### src/rtl/ccip_mux_pkg.sv
// ccip_mux_pkg
//   Shared types for the CCI-P Tx mux. The CCI-P headers here are a compact
//   model of the host interface: only the fields the mux forwards or inspects.
//   The c1 data line is carried as a 64-bit payload.
//   Contents: requester index type, mdata tag position, request/length enums,
//   per-channel Tx structs, the c1 arbiter state enum and is_c1_write().
package ccip_mux_pkg;

    localparam int MUX_TAG_MSB   = 15;
    localparam int MUX_MAX_IDX_W = 3;     // up to 8 requesters

    typedef logic [MUX_MAX_IDX_W-1:0] t_mux_idx;

    typedef enum logic [1:0] {
        eCL_LEN_1 = 2'b00,
        eCL_LEN_2 = 2'b01,
        eCL_LEN_4 = 2'b11
    } t_ccip_clLen;

    typedef enum logic [3:0] {
        eREQ_RDLINE_I = 4'h0,
        eREQ_RDLINE_S = 4'h1
    } t_ccip_c0_req;

    typedef enum logic [3:0] {
        eREQ_WRLINE_I = 4'h0,
        eREQ_WRLINE_M = 4'h1,
        eREQ_WRPUSH_I = 4'h2,
        eREQ_WRFENCE  = 4'h4,
        eREQ_INTR     = 4'h6
    } t_ccip_c1_req;

    typedef struct packed {
        logic [1:0]   vc_sel;
        logic [1:0]   rsvd;
        t_ccip_clLen  cl_len;
        t_ccip_c0_req req_type;
        logic [41:0]  address;
        logic [15:0]  mdata;
    } t_ccip_c0_ReqMemHdr;

    typedef struct packed {
        logic [1:0]   vc_sel;
        logic         sop;
        logic         rsvd;
        t_ccip_clLen  cl_len;
        t_ccip_c1_req req_type;
        logic [41:0]  address;
        logic [15:0]  mdata;
    } t_ccip_c1_ReqMemHdr;

    typedef struct packed {
        logic [8:0] tid;
    } t_ccip_c2_RspMmioHdr;

    typedef struct packed {
        t_ccip_c0_ReqMemHdr hdr;
        logic               valid;
    } t_if_ccip_c0_Tx;

    typedef struct packed {
        t_ccip_c1_ReqMemHdr hdr;
        logic [63:0]        data;
        logic               valid;
    } t_if_ccip_c1_Tx;

    typedef struct packed {
        t_ccip_c2_RspMmioHdr hdr;
        logic                mmioRdValid;
        logic [63:0]         data;
    } t_if_ccip_c2_Tx;

    typedef struct packed {
        t_if_ccip_c0_Tx c0;
        t_if_ccip_c1_Tx c1;
        t_if_ccip_c2_Tx c2;
    } t_if_ccip_Tx;

    typedef enum logic {
        C1_IDLE  = 1'b0,
        C1_BURST = 1'b1
    } t_c1_arb_state;

    // Request types that carry data lines and may therefore span several beats.
    function automatic logic is_c1_write(input t_ccip_c1_req req_type);
        return (req_type == eREQ_WRLINE_I) ||
               (req_type == eREQ_WRLINE_M) ||
               (req_type == eREQ_WRPUSH_I);
    endfunction

endpackage

### src/rtl/rr_arbiter.sv
// rr_arbiter
//   Round-robin arbiter with a rotating priority pointer. The winner is the
//   first requester at or after ptr. ptr moves to winner+1 (mod N) only when
//   the caller marks the grant as complete with advance.
//   Ports: clk, reset (sync, active-high), req[N], enable (gates the grant),
//          advance (complete grant, move ptr), grant[N] one-hot, grant_idx.
module rr_arbiter #(
    parameter int N = 2,
    parameter int W = (N > 1) ? $clog2(N) : 1
) (
    input  logic         clk,
    input  logic         reset,
    input  logic [N-1:0] req,
    input  logic         enable,
    input  logic         advance,
    output logic [N-1:0] grant,
    output logic [W-1:0] grant_idx
);

    logic [W-1:0] ptr;
    logic [W-1:0] cand;
    logic         found;

    always_comb begin
        found     = 1'b0;
        grant_idx = '0;
        grant     = '0;
        cand      = '0;
        for (int i = 0; i < N; i++) begin
            cand = W'((int'(ptr) + i) % N);
            if (!found && req[cand]) begin
                found     = 1'b1;
                grant_idx = cand;
            end
        end
        if (enable && found) begin
            grant[grant_idx] = 1'b1;
        end
    end

    always_ff @(posedge clk) begin
        if (reset) begin
            ptr <= '0;
        end else if (advance && enable && found) begin
            if (int'(grant_idx) == N - 1) begin
                ptr <= '0;
            end else begin
                ptr <= grant_idx + W'(1);
            end
        end
    end

endmodule

### src/rtl/tx_fifo_arbiter.sv
// tx_fifo_arbiter
//   Shares one CCI-P Tx port among N_AFU requesters. Each channel (c0 reads,
//   c1 writes, c2 MMIO responses) has its own round-robin arbiter; c1 locks
//   onto the owner of a multi-line write until its last beat. Heads are
//   registered onto out_TxPort one cycle after the dequeue.
//   Ports:
//     clk, reset                 clock, synchronous active-high reset
//     in_fifo_cX_notEmpty/first  per-requester FIFO status and head
//     out_fifo_cX_deq_en         per-requester dequeue, one-hot or zero
//     in_c0TxAlmFull/c1TxAlmFull host almost-full
//     out_TxPort                 registered host Tx
//     out_c1_grant_idx           current or last c1 owner
//     out_err_c1_sop             sticky: sop=0 head seen outside a burst
//     out_c1_state               c1 arbiter state
//
//   Handshake: a requester's head is consumed in the cycle its deq_en is high;
//   deq_en is only raised for a requester whose notEmpty is high.
module tx_fifo_arbiter
    import ccip_mux_pkg::*;
#(
    parameter int N_AFU     = 2,
    parameter int IDX_W     = $clog2(N_AFU),
    parameter int TAG_MDATA = 1
) (
    input  logic                 clk,
    input  logic                 reset,
    input  logic [N_AFU-1:0]     in_fifo_c0_notEmpty,
    input  t_if_ccip_c0_Tx       in_fifo_c0_first [N_AFU],
    output logic [N_AFU-1:0]     out_fifo_c0_deq_en,
    input  logic [N_AFU-1:0]     in_fifo_c1_notEmpty,
    input  t_if_ccip_c1_Tx       in_fifo_c1_first [N_AFU],
    output logic [N_AFU-1:0]     out_fifo_c1_deq_en,
    input  logic [N_AFU-1:0]     in_fifo_c2_notEmpty,
    input  t_if_ccip_c2_Tx       in_fifo_c2_first [N_AFU],
    output logic [N_AFU-1:0]     out_fifo_c2_deq_en,
    input  logic                 in_c0TxAlmFull,
    input  logic                 in_c1TxAlmFull,
    output t_if_ccip_Tx          out_TxPort,
    output logic [IDX_W-1:0]     out_c1_grant_idx,
    output logic                 out_err_c1_sop,
    output t_c1_arb_state        out_c1_state
);

    logic [N_AFU-1:0] c0_grant, c1_grant, c2_grant;
    logic [IDX_W-1:0] c0_idx, c1_idx, c2_idx;

    // c1 burst lock state
    t_c1_arb_state    c1_state, c1_state_nxt;
    logic [IDX_W-1:0] c1_owner, c1_owner_nxt;
    logic [1:0]       beats_left, beats_left_nxt;
    logic [IDX_W-1:0] c1_grant_idx_q;
    logic             err_sop_q;

    logic [N_AFU-1:0] owner_mask;
    logic [N_AFU-1:0] c1_req;
    logic             c1_advance;
    logic             c1_fire;
    logic             err_set;
    t_if_ccip_c1_Tx   c1_head;
    t_if_ccip_Tx      tx_nxt;

    // ---------------- arbiters ----------------
    rr_arbiter #(.N(N_AFU), .W(IDX_W)) u_arb_c0 (
        .clk       (clk),
        .reset     (reset),
        .req       (in_fifo_c0_notEmpty),
        .enable    (!reset && !in_c0TxAlmFull),
        .advance   (1'b1),
        .grant     (c0_grant),
        .grant_idx (c0_idx)
    );

    // During a burst only the owner may win; ptr is held until the last beat.
    always_comb begin
        owner_mask           = '0;
        owner_mask[c1_owner] = 1'b1;
    end

    assign c1_req = (c1_state == C1_BURST) ? (in_fifo_c1_notEmpty & owner_mask)
                                           : in_fifo_c1_notEmpty;

    rr_arbiter #(.N(N_AFU), .W(IDX_W)) u_arb_c1 (
        .clk       (clk),
        .reset     (reset),
        .req       (c1_req),
        .enable    (!reset && !in_c1TxAlmFull),
        .advance   (c1_advance),
        .grant     (c1_grant),
        .grant_idx (c1_idx)
    );

    rr_arbiter #(.N(N_AFU), .W(IDX_W)) u_arb_c2 (
        .clk       (clk),
        .reset     (reset),
        .req       (in_fifo_c2_notEmpty),
        .enable    (!reset),
        .advance   (1'b1),
        .grant     (c2_grant),
        .grant_idx (c2_idx)
    );

    assign out_fifo_c0_deq_en = c0_grant;
    assign out_fifo_c1_deq_en = c1_grant;
    assign out_fifo_c2_deq_en = c2_grant;

    // ---------------- c1 burst FSM ----------------
    assign c1_fire = |c1_grant;
    assign c1_head = in_fifo_c1_first[c1_idx];

    always_comb begin
        c1_state_nxt   = c1_state;
        c1_owner_nxt   = c1_owner;
        beats_left_nxt = beats_left;
        c1_advance     = 1'b0;
        err_set        = 1'b0;
        case (c1_state)
            C1_IDLE: begin
                if (c1_fire) begin
                    if (is_c1_write(c1_head.hdr.req_type) && c1_head.hdr.sop &&
                        (c1_head.hdr.cl_len != eCL_LEN_1)) begin
                        // cl_len encodes lines-1, i.e. the beats still owed.
                        c1_state_nxt   = C1_BURST;
                        c1_owner_nxt   = c1_idx;
                        beats_left_nxt = c1_head.hdr.cl_len;
                    end else begin
                        c1_advance = 1'b1;
                        err_set    = !c1_head.hdr.sop;
                    end
                end
            end
            C1_BURST: begin
                if (c1_fire) begin
                    beats_left_nxt = beats_left - 2'd1;
                    if (beats_left == 2'd1) begin
                        c1_state_nxt = C1_IDLE;
                        c1_advance   = 1'b1;
                    end
                end
            end
            default: c1_state_nxt = C1_IDLE;
        endcase
    end

    // ---------------- output staging ----------------
    always_comb begin
        tx_nxt = '0;
        if (|c0_grant) begin
            tx_nxt.c0       = in_fifo_c0_first[c0_idx];
            tx_nxt.c0.valid = 1'b1;
            if (TAG_MDATA != 0) begin
                tx_nxt.c0.hdr.mdata[MUX_TAG_MSB -: IDX_W] = c0_idx;
            end
        end
        if (c1_fire) begin
            tx_nxt.c1       = c1_head;
            tx_nxt.c1.valid = 1'b1;
            if (TAG_MDATA != 0) begin
                tx_nxt.c1.hdr.mdata[MUX_TAG_MSB -: IDX_W] = c1_idx;
            end
        end
        if (|c2_grant) begin
            tx_nxt.c2             = in_fifo_c2_first[c2_idx];
            tx_nxt.c2.mmioRdValid = 1'b1;
        end
    end

    always_ff @(posedge clk) begin
        if (reset) begin
            out_TxPort     <= '0;
            c1_state       <= C1_IDLE;
            c1_owner       <= '0;
            beats_left     <= '0;
            c1_grant_idx_q <= '0;
            err_sop_q      <= 1'b0;
        end else begin
            out_TxPort <= tx_nxt;
            c1_state   <= c1_state_nxt;
            c1_owner   <= c1_owner_nxt;
            beats_left <= beats_left_nxt;
            if (c1_fire) begin
                c1_grant_idx_q <= c1_idx;
            end
            if (err_set) begin
                err_sop_q <= 1'b1;
            end
        end
    end

    assign out_c1_grant_idx = c1_grant_idx_q;
    assign out_err_c1_sop   = err_sop_q;
    assign out_c1_state     = c1_state;

endmodule
### config.mk
export PLATFORM = sky130hd
export DESIGN_NAME = tx_fifo_arbiter
export DESIGN_NICKNAME = d
export VERILOG_FILES = /design/src/rtl/ccip_mux_pkg.sv /design/src/rtl/rr_arbiter.sv /design/src/rtl/tx_fifo_arbiter.sv
export SDC_FILE = /design/constraint.sdc
export NUM_CORES = 1
export LEC_CHECK = 0
export BUFFER_PORTS_ARGS = -buffer_cell sky130_fd_sc_hd__clkbuf_2
export CAP_MARGIN = 5
export CORE_AREA = 2 2 330 332
export DETAILED_ROUTE_END_ITERATION = 7
export DIE_AREA = 0 0 332 334
export PLACE_DENSITY = 0.3
export SKIP_LAST_GASP = 1
export SLEW_MARGIN = 0
export SYNTH_ARGS = -nofsm -noshare
export SYNTH_HDL_FRONTEND = slang
export SYNTH_SLANG_ARGS = --single-unit
### constraint.sdc
create_clock -name clk -period 2.23 [get_ports clk]
set_clock_uncertainty 0.1 [all_clocks]
set_input_delay 0.3345 -clock clk [delete_from_list [all_inputs] [get_ports clk]]
set_output_delay 0.3345 -clock clk [all_outputs]
set_load 0.005 [all_outputs]
==> results.txt, run 1 <==
----------------------------------------------------
[Floorplanning]
  Starting utilization of the core area ... 8.63%
  Overall die width ... 332 um
  Total die area ... 111000 sq um
  Number of placement rows ... approximately 120
  Boundary Pins ... 847
  Vertical die dimension ... 334 um
  Placeable Area ... roughly 110000 sq um

[Final layout]
  Net count, final ... 2924
  Fraction of final layout cells with drive strength greater than 1 ... about two fifths
  Non-filler cells, final ... 3810
  Final cell area excluding filler cells ... around 23000 sq um
  Post-route core utilization ... 21.1%
  Signed area change from the synthesized netlist to the final layout ... 145%

[CTS]
  Clk root buf ... sky130_fd_sc_hd__clkbuf_16
  Max Buffers Root-to-Sink ... 3
  Clock slew at reported path FFs ... 0.06 ns
  Latest clock arrival within the worst-skew pair ... 0.59 ns
  CTS H-tree lvls ... 2
  TritonCTS clock tree ... built
  Clock buffers created by TritonCTS ... 40
  Clock net sink count ... 285

[Worst setup path]
  CP arrival ... 1.82 ns
  Worst setup SP type ... flop
  Worst setup path endpoint ... out_fifo_c1_deq_en[0]
  Beginning of the critical path ... u_arb_c1.ptr$_SDFFE_PP0P_
  Beginning of the worst register-to-register path ... u_arb_c1.ptr$_SDFFE_PP0P_
  Type of the worst setup path ... flop to output port
  FF-to-FF path depth ... 7
  Destination of the worst register-to-register timing path ... beats_left[0]$_SDFFE_PP0P_
  Critical Path RT ... between 1.5 and 2 ns
  Critical-path maximum fanout ... 2
  Setup slack of the most critical reg-to-reg path ... -0.01 ns
  Crit. End Element ... output port

[Job]
  Max Cap Viol ... 0

[Status]
  Violations in the final reports ... negative setup slack
  Result of the run ... finished, violations left

[Timing]
  Final Hold Vio Count ... 0
  Period utilisation layout ... 101%
  Maximum clock rate ... 443 MHz
  Final worst-path setup slack ... -0.0291 ns
  Smallest hold slack ... 0.0564 ns
  Setup repair after global routing missed its margin ... true
  Shortest clock period the worst path allows after layout ... 2.26 ns
  Number of max-slew violations in the final report ... 0
  Post-route setup TNS ... -0.0429 ns
  Actual slew at the worst max-slew pin ... 0.344 ns
  Final setup violating endpoints ... 2
  Worst rel slew slack ... 76.4%

[Synthesis]
  FFs w/ async S/R, synth ... 0%
  Synth Cell Area ... 9300 sq um
  Count of state elements after synthesis ... 285
  Average instance area after synthesis ... 9.73 sq um
  Count of flip-flops with a built-in enable after synthesis ... 0
  Count of different cell masters after synthesis ... 38
  Yosys synthesis warning count ... 0
  Number of instances in the synthesized netlist ... ~960
  Net count after synthesis ... between 1500 and 2000
  Prevailing post-synth register cell ... sky130_fd_sc_hd__dfxtp_1
  Share of synthesized area occupied by flip-flops and latches ... 61.3%

[Place]
  DPL Wire Length ... 46.1 mm
  DP Worst Slack ... -0.0372 ns
  Dpl cells ... 3174
  Number of port buffers ... ~840
  Cell Area, Placed ... between 15000 and 20000 sq um
  Routability congestion estimate from global placement ... roughly 0.85

[Pwr]
  Total Power Consumption ... 15.3 mW
  Worst supply voltage drop on vdd ... between 0.0004 and 0.0005 V
  Pwr dens ... about 670 nW/um^2
  LEAKAGE ... 11.1 nW

[Detailed routing]
  Number of routed nets with antenna violations ... 0
  Per-cell via count in the routed design ... 3.32
  Residual DRC ... 0
  Number of DRC markers after the initial detailed-route iteration ... 306
  First-pass DRT Iterations ... 6
  Aggregate routed wire length ... 62.0 mm
  Total number of vias ... 12600
  Wire length per cell ... about 16 um

[GRT]
  Maximum number of pins on one net before global-route repair ... 60
  Vias in the first global route ... 13700
  Global route overflow ... 0
  Overall track demand over capacity in global routing ... 10.5%
  Wire length of the first global-routing pass ... 86.5 mm
  Number of antenna violations at the first check in global routing ... 8

[Hold path]
  Min-Delay Path Depth ... 3
  Tightest Hold Check Type ... input port to flop

----------------------------------------------------
layout make-up:
class	count	area, sq um
Clock buffer	54	1140
Antenna cell	3	7.51
Sequential cell	285	5710
Tap cell	1414	1770
Timing Repair Buffer	1441	10400
Fill cell	11900	85000
Clock inverter	20	343
Inverter	5	18.8
Multi-Input combinational cell	588	3350
logic make-up (layout without fill, tap and decap cells):
logic type / count (synthesis) / count (layout) / share of synthesized area [%]
AOI/OAI and AO/OA: 284 / 284 / 21.4
adders and majority gates: 1 / 1 / 0.134
buffers and inverters: 83 / 1520 / 3.52
DFF: 285 / 285 / 61.3
muxes: 7 / 7 / 0.820
other: 0 / 3 / 0
and+or+nand+nor: 296 / 296 / 12.8
critical path, cell delays in order, from the launching register on:
cell and delay [ns]:
sky130_fd_sc_hd__dfxtp_2 0.32, sky130_fd_sc_hd__or3b_4 0.40, sky130_fd_sc_hd__and3_4 0.22, sky130_fd_sc_hd__buf_16 0.13, sky130_fd_sc_hd__nor2_4 0.06, sky130_fd_sc_hd__clkbuf_2 0.11
repair_timing:
action                                 CTS  global route
resized for setup                       10            12
cloned                                   3             4
pin swaps                                5             8
setup buffers                            7             8
setup endpoints to repair                3            31
hold buffers                           540             0
endpoints found under the hold margin  272             0
cells in the final DEF, fill, tap and decap left out, types with 3 or more instances in the layout:
| cell | synthesis | final |
|---|---|---|
| sky130_fd_sc_hd__a21oi_1 | 131 | 131 |
| sky130_fd_sc_hd__a22o_1 | 140 | 140 |
| sky130_fd_sc_hd__buf_12 | 0 | 12 |
| sky130_fd_sc_hd__buf_4 | 0 | 43 |
| sky130_fd_sc_hd__buf_6 | 2 | 3 |
| sky130_fd_sc_hd__bufbuf_16 | 0 | 3 |
| sky130_fd_sc_hd__bufinv_16 | 0 | 8 |
| sky130_fd_sc_hd__clkbuf_1 | 72 | 5 |
| sky130_fd_sc_hd__clkbuf_16 | 0 | 44 |
| sky130_fd_sc_hd__clkbuf_2 | 0 | 834 |
| sky130_fd_sc_hd__clkbuf_8 | 0 | 9 |
| sky130_fd_sc_hd__clkinv_2 | 0 | 5 |
| sky130_fd_sc_hd__dfxtp_1 | 285 | 283 |
| sky130_fd_sc_hd__diode_2 | 0 | 3 |
| sky130_fd_sc_hd__dlygate4sd3_1 | 0 | 540 |
| sky130_fd_sc_hd__inv_1 | 5 | 5 |
| sky130_fd_sc_hd__mux2i_1 | 5 | 5 |
| sky130_fd_sc_hd__nand2_1 | 258 | 257 |
| sky130_fd_sc_hd__nor2_1 | 15 | 13 |
cell usage after synthesis (all sizes together) (3+ instances only):
library cell	number	area, sq um
nand2	258	968
a22o	140	1230
and2	3	18.8
clkbuf	72	270
nand3	3	20.0
buf	6	38.8
mux2i	5	50.1
dfxtp	285	5710
nor3	4	20.0
a21oi	131	656
nor2	15	56.3
inv	5	18.8
power breakdown:
group | total [mW] | internal, mW | switching (mW)
registers | 5.45 | 5.36 | 0.0880
logic | 2.62 | 1.53 | 1.09
clock network | 7.24 | 4.55 | 2.69
sequential cells by signal (all words and copies together), names as in the netlist:
register	flops
out_TxPort	276
beats_left	2
c1_owner	1
out_c1_grant_idx	1
out_c1_state	1
out_err_c1_sop	1
u_arb_c0.ptr	1
u_arb_c1.ptr	1
u_arb_c2.ptr	1
worst min path at each step:
| stage | end | slack, ns | startpoint |
|---|---|---|---|
| floorplan | out_TxPort[223]$_SDFF_PP0_ | 0.31 | in_c0TxAlmFull |
| global placement | out_err_c1_sop$_SDFFE_PP0P_ | 0.37 | out_err_c1_sop$_SDFFE_PP0P_ |
| detailed placement | out_err_c1_sop$_SDFFE_PP0P_ | 0.38 | out_err_c1_sop$_SDFFE_PP0P_ |
| CTS | out_TxPort[207]$_SDFF_PP0_ | 0.0008 | in_fifo_c0_notEmpty[0] |
| global route | out_TxPort[153]$_SDFF_PP0_ | 0.05 | in_fifo_c1_first[79] |
| finish | out_TxPort[201]$_SDFF_PP0_ | 0.06 | in_fifo_c1_first[260] |
metal layers:
metal	global-route usage [%]	share of wire, %	wire length, um
met2	19.2	50	31100
met5	0	0.074	46
met4	5.68	5.4	3350
met1	10.7	37	23000
met3	3.36	7.2	4480
No activity file was read; power rests on OpenSTA's default activity.
==> run 2, diff against run 1 <==
Settings changed: CELL_PAD_IN_SITES_DETAIL_PLACEMENT set to 0, CELL_PAD_IN_SITES_GLOBAL_PLACEMENT set to 1, CORE_AREA 2 2 330 332 to 2 2 334 336, DIE_AREA 0 0 332 334 to 0 0 336 338, PLACE_DENSITY 0.3 to 0.35.
==> run 2 against run 1 <==
Net effect:
- the run still ends with negative setup slack left
- critical endpoint unchanged
- largest cell class unchanged
- critical path type unchanged
- highest routed layer unchanged
- final cell count grew 2.2%
- global-route usage is 0.79 points higher
- worst setup slack got worse by 0.027 ns
- combinational power rose by 4%
==> results.txt, run 2 (same netlist as run 1, synthesis figures left out) <==
----------------------------------------------------
[Timing]
  Final worst-path setup slack ... -0.0564 ns (was -0.0291 ns)
  Worst rel slew slack ... 62.1% (was 76.4%)
  Final setup violating endpoints ... 3 (was 2)
  Shortest clock period the worst path allows after layout ... 2.29 ns (was 2.26 ns)
  Final Hold Vio Count ... 0 (unchanged)
  Setup repair after global routing missed its margin ... true (unchanged)
  Period utilisation layout ... 103% (was 101%)
  Actual slew at the worst max-slew pin ... 0.561 ns (was 0.344 ns)
  Number of max-slew violations in the final report ... 0 (unchanged)
  Maximum clock rate ... 437 MHz (was 443 MHz)

[Final layout]
  Highest-count cells in the layout ignoring fill and taps ... sky130_fd_sc_hd__clkbuf_2, sky130_fd_sc_hd__dlygate4sd3_1, sky130_fd_sc_hd__dfxtp_1 (unchanged)
  Registers with the most flip-flops ... out_TxPort x276, beats_left x2 (unchanged)
  Number of flip-flops under the largest register name ... 276 (unchanged)
  Fraction of final layout cells with drive strength greater than 1 ... 41.5% (about the same)
  Signed area change from the synthesized netlist to the final layout ... 147% (was 145%)
  Most common cell after layout, fill and taps aside ... sky130_fd_sc_hd__clkbuf_2 (unchanged)
  Register with the most flip-flops ... out_TxPort (unchanged)
  Net count, final ... 2929 (was 2924)
  Final cell area excluding filler cells ... 23000 sq um (was 22800 sq um)

[Detailed routing]
  Number of DRC markers after the initial detailed-route iteration ... 403 (was 306)
  First-pass DRT Iterations ... 4 (was 6)
  Met2 wire length ... 37.3 mm (was 31.1 mm)
  Aggregate routed wire length ... 69.5 mm (was 62.0 mm)
  Metal1 wirelength ... 25.0 mm (was 23.0 mm)
  Total number of vias ... 12800 (was 12600)
  Wire length per cell ... 17.9 um (was 16.3 um)
  Per-cell via count in the routed design ... 3.29 (was 3.32)
  Highest routed layer ... met5 (unchanged)
  Residual DRC ... 0 (unchanged)
  Number of routed nets with antenna violations ... 0 (unchanged)
  Total met3 wirelength after detailed routing ... 4.99 mm (was 4.48 mm)

[Floorplanning]
  Starting utilization of the core area ... 8.45% (was 8.63%)
  Number of placement rows ... 122 (was 121)
  Overall die width ... 336 um (was 332 um)
  Placeable Area ... 110000 sq um (was 108000 sq um)
  Vertical die dimension ... 338 um (was 334 um)
  Boundary Pins ... 847 (unchanged)
  Total die area ... 114000 sq um (was 111000 sq um)

[CTS]
  CTS H-tree lvls ... 2 (unchanged)
  Clk root buf ... sky130_fd_sc_hd__clkbuf_16 (unchanged)
  Clock net sink count ... 285 (unchanged)
  Clock slew at reported path FFs ... 0.06 ns (about the same)
  Latest clock arrival within the worst-skew pair ... 0.61 ns (was 0.59 ns)
  Clock buffers created by TritonCTS ... 42 (was 40)
  Max Buffers Root-to-Sink ... 3 (unchanged)
  TritonCTS clock tree ... built (unchanged)

[Worst setup path]
  Critical Path RT ... 1.80 ns (about the same)
  Beginning of the worst register-to-register path ... out_c1_state$_SDFF_PP0_ (was u_arb_c1.ptr$_SDFFE_PP0P_)
  Beginning of the critical path ... out_c1_state$_SDFF_PP0_ (was u_arb_c1.ptr$_SDFFE_PP0P_)
  Crit. End Element ... output port (unchanged)
  CP arrival ... 1.85 ns (was 1.82 ns)
  Worst setup SP type ... flop (unchanged)
  Type of the worst setup path ... flop to output port (unchanged)
  Critical-path maximum fanout ... 4 (was 2)

[GRT]
  Overall track demand over capacity in global routing ... 11.3% (was 10.5%)
  Maximum number of pins on one net before global-route repair ... 69 (was 60)
  Wire length of the first global-routing pass ... 92.9 mm (was 86.5 mm)
  Global route overflow ... 0 (unchanged)
  Vias in the first global route ... 13600 (was 13700)
  Number of antenna violations at the first check in global routing ... 9 (was 8)

[Pwr]
  Total Power Consumption ... 15.3 mW (about the same)
  Pwr dens ... 666 nW/um^2 (was 672 nW/um^2)
  LEAKAGE ... 11.2 nW (was 11.1 nW)
  Worst supply voltage drop on vdd ... 0.000621 V (was 0.000449 V)

[Hold path]
  Worst min-delay path startpoint ... in_fifo_c2_first[72] (was in_fifo_c1_first[260])
  Tightest Hold Check Type ... input port to flop (unchanged)

[Place]
  Routability congestion estimate from global placement ... 0.790 (was 0.850)
  DPL Wire Length ... 51.9 mm (was 46.1 mm)
  DP Worst Slack ... -0.157 ns (was -0.0372 ns)
  Number of port buffers ... 836 (unchanged)
  Cell Area, Placed ... 15500 sq um (about the same)

[Status]
  Result of the run ... finished, violations left (unchanged)
  Violations in the final reports ... negative setup slack (unchanged)

[Job]
  Max Cap Viol ... 0 (unchanged)

----------------------------------------------------
[run 2: cell count changes in the layout (fill, tap and decap cells not counted), moves of 2 or more]
cell                        before  now
sky130_fd_sc_hd__buf_4          43   39
sky130_fd_sc_hd__bufbuf_16       3    7
sky130_fd_sc_hd__bufinv_16       8    4
sky130_fd_sc_hd__buf_6           3    6
sky130_fd_sc_hd__clkbuf_8        9   12
sky130_fd_sc_hd__clkbuf_16      44   46
sky130_fd_sc_hd__diode_2         3    5
[run 2: per-layer routing]
layer / vias up / GRT usage [%]
met3: 92 / 3.71
met4: 8 / 3.82
met2: 492 / 21.6
met1: 6090 / 11.5
met5: - / 0
li1: 6132 / -
[run 2: layout make-up]
cell class / instances / area [sq um]
tap: 1488 / 1860
timing repair buffer: 1444 / 10600
sequential: 285 / 5710
multi-input combinational: 588 / 3350
antenna: 5 / 12.5
inverter: 5 / 18.8
clock inverter: 17 / 249
fill: 12300 / 87100
clock buffer: 60 / 1240
[run 2: power breakdown]
group	total (mW)	internal, mW	switching [mW]	leakage, nW
Sequential	5.44	5.36	0.0804	2.34
Combinational	2.72	1.57	1.15	8.10
Clock	7.17	4.36	2.81	0.725
Total	15.3	11.3	4.04	11.2
[run 2: critical path, cell delays in order, from the launching register on]
cell                       delay, ns
sky130_fd_sc_hd__dfxtp_2        0.34
sky130_fd_sc_hd__or3b_4         0.41
sky130_fd_sc_hd__and3_4         0.21
sky130_fd_sc_hd__buf_12         0.13
sky130_fd_sc_hd__nor2_4         0.07
sky130_fd_sc_hd__clkbuf_2       0.11
[run 2: path summary, 6_finish.rpt]
path / slack, ns / cells past startpoint / endpoint
min reg2reg: 0.38 / 2 / out_err_c1_sop$_SDFFE_PP0P_
max reg2reg: 0.03 / 7 / beats_left[0]$_SDFFE_PP0P_
min: 0.05 / 2 / out_TxPort[72]$_SDFF_PP0_
max: -0.06 / 5 / out_fifo_c1_deq_en[0]
[run 2: timing repair]
| item | in CTS | in global routing |
|---|---|---|
| hold buffers | 540 | 0 |
| cloned | 8 | 5 |
| gates resized for setup | 15 | 15 |
| pin swaps | 4 | 8 |
| setup endpoints to repair | 6 | 39 |
| buffers inserted | 11 | 7 |
| hold endpoints to repair | 271 | 0 |
[run 2: through the flow]
stage          instances  hold WS [ns]  setup TNS [ns]  utilization (%)
5_1_grt             3891        0.0503          -0.357             20.9
2_1_floorplan        956         0.311               0                -
6_report            3892        0.0506         -0.0650             20.9
3_3_place_gp        3242         0.366          -0.121             14.1
4_1_cts             3878       0.00399          -0.445             20.7
3_5_place_dp        3242         0.369          -0.277             14.1
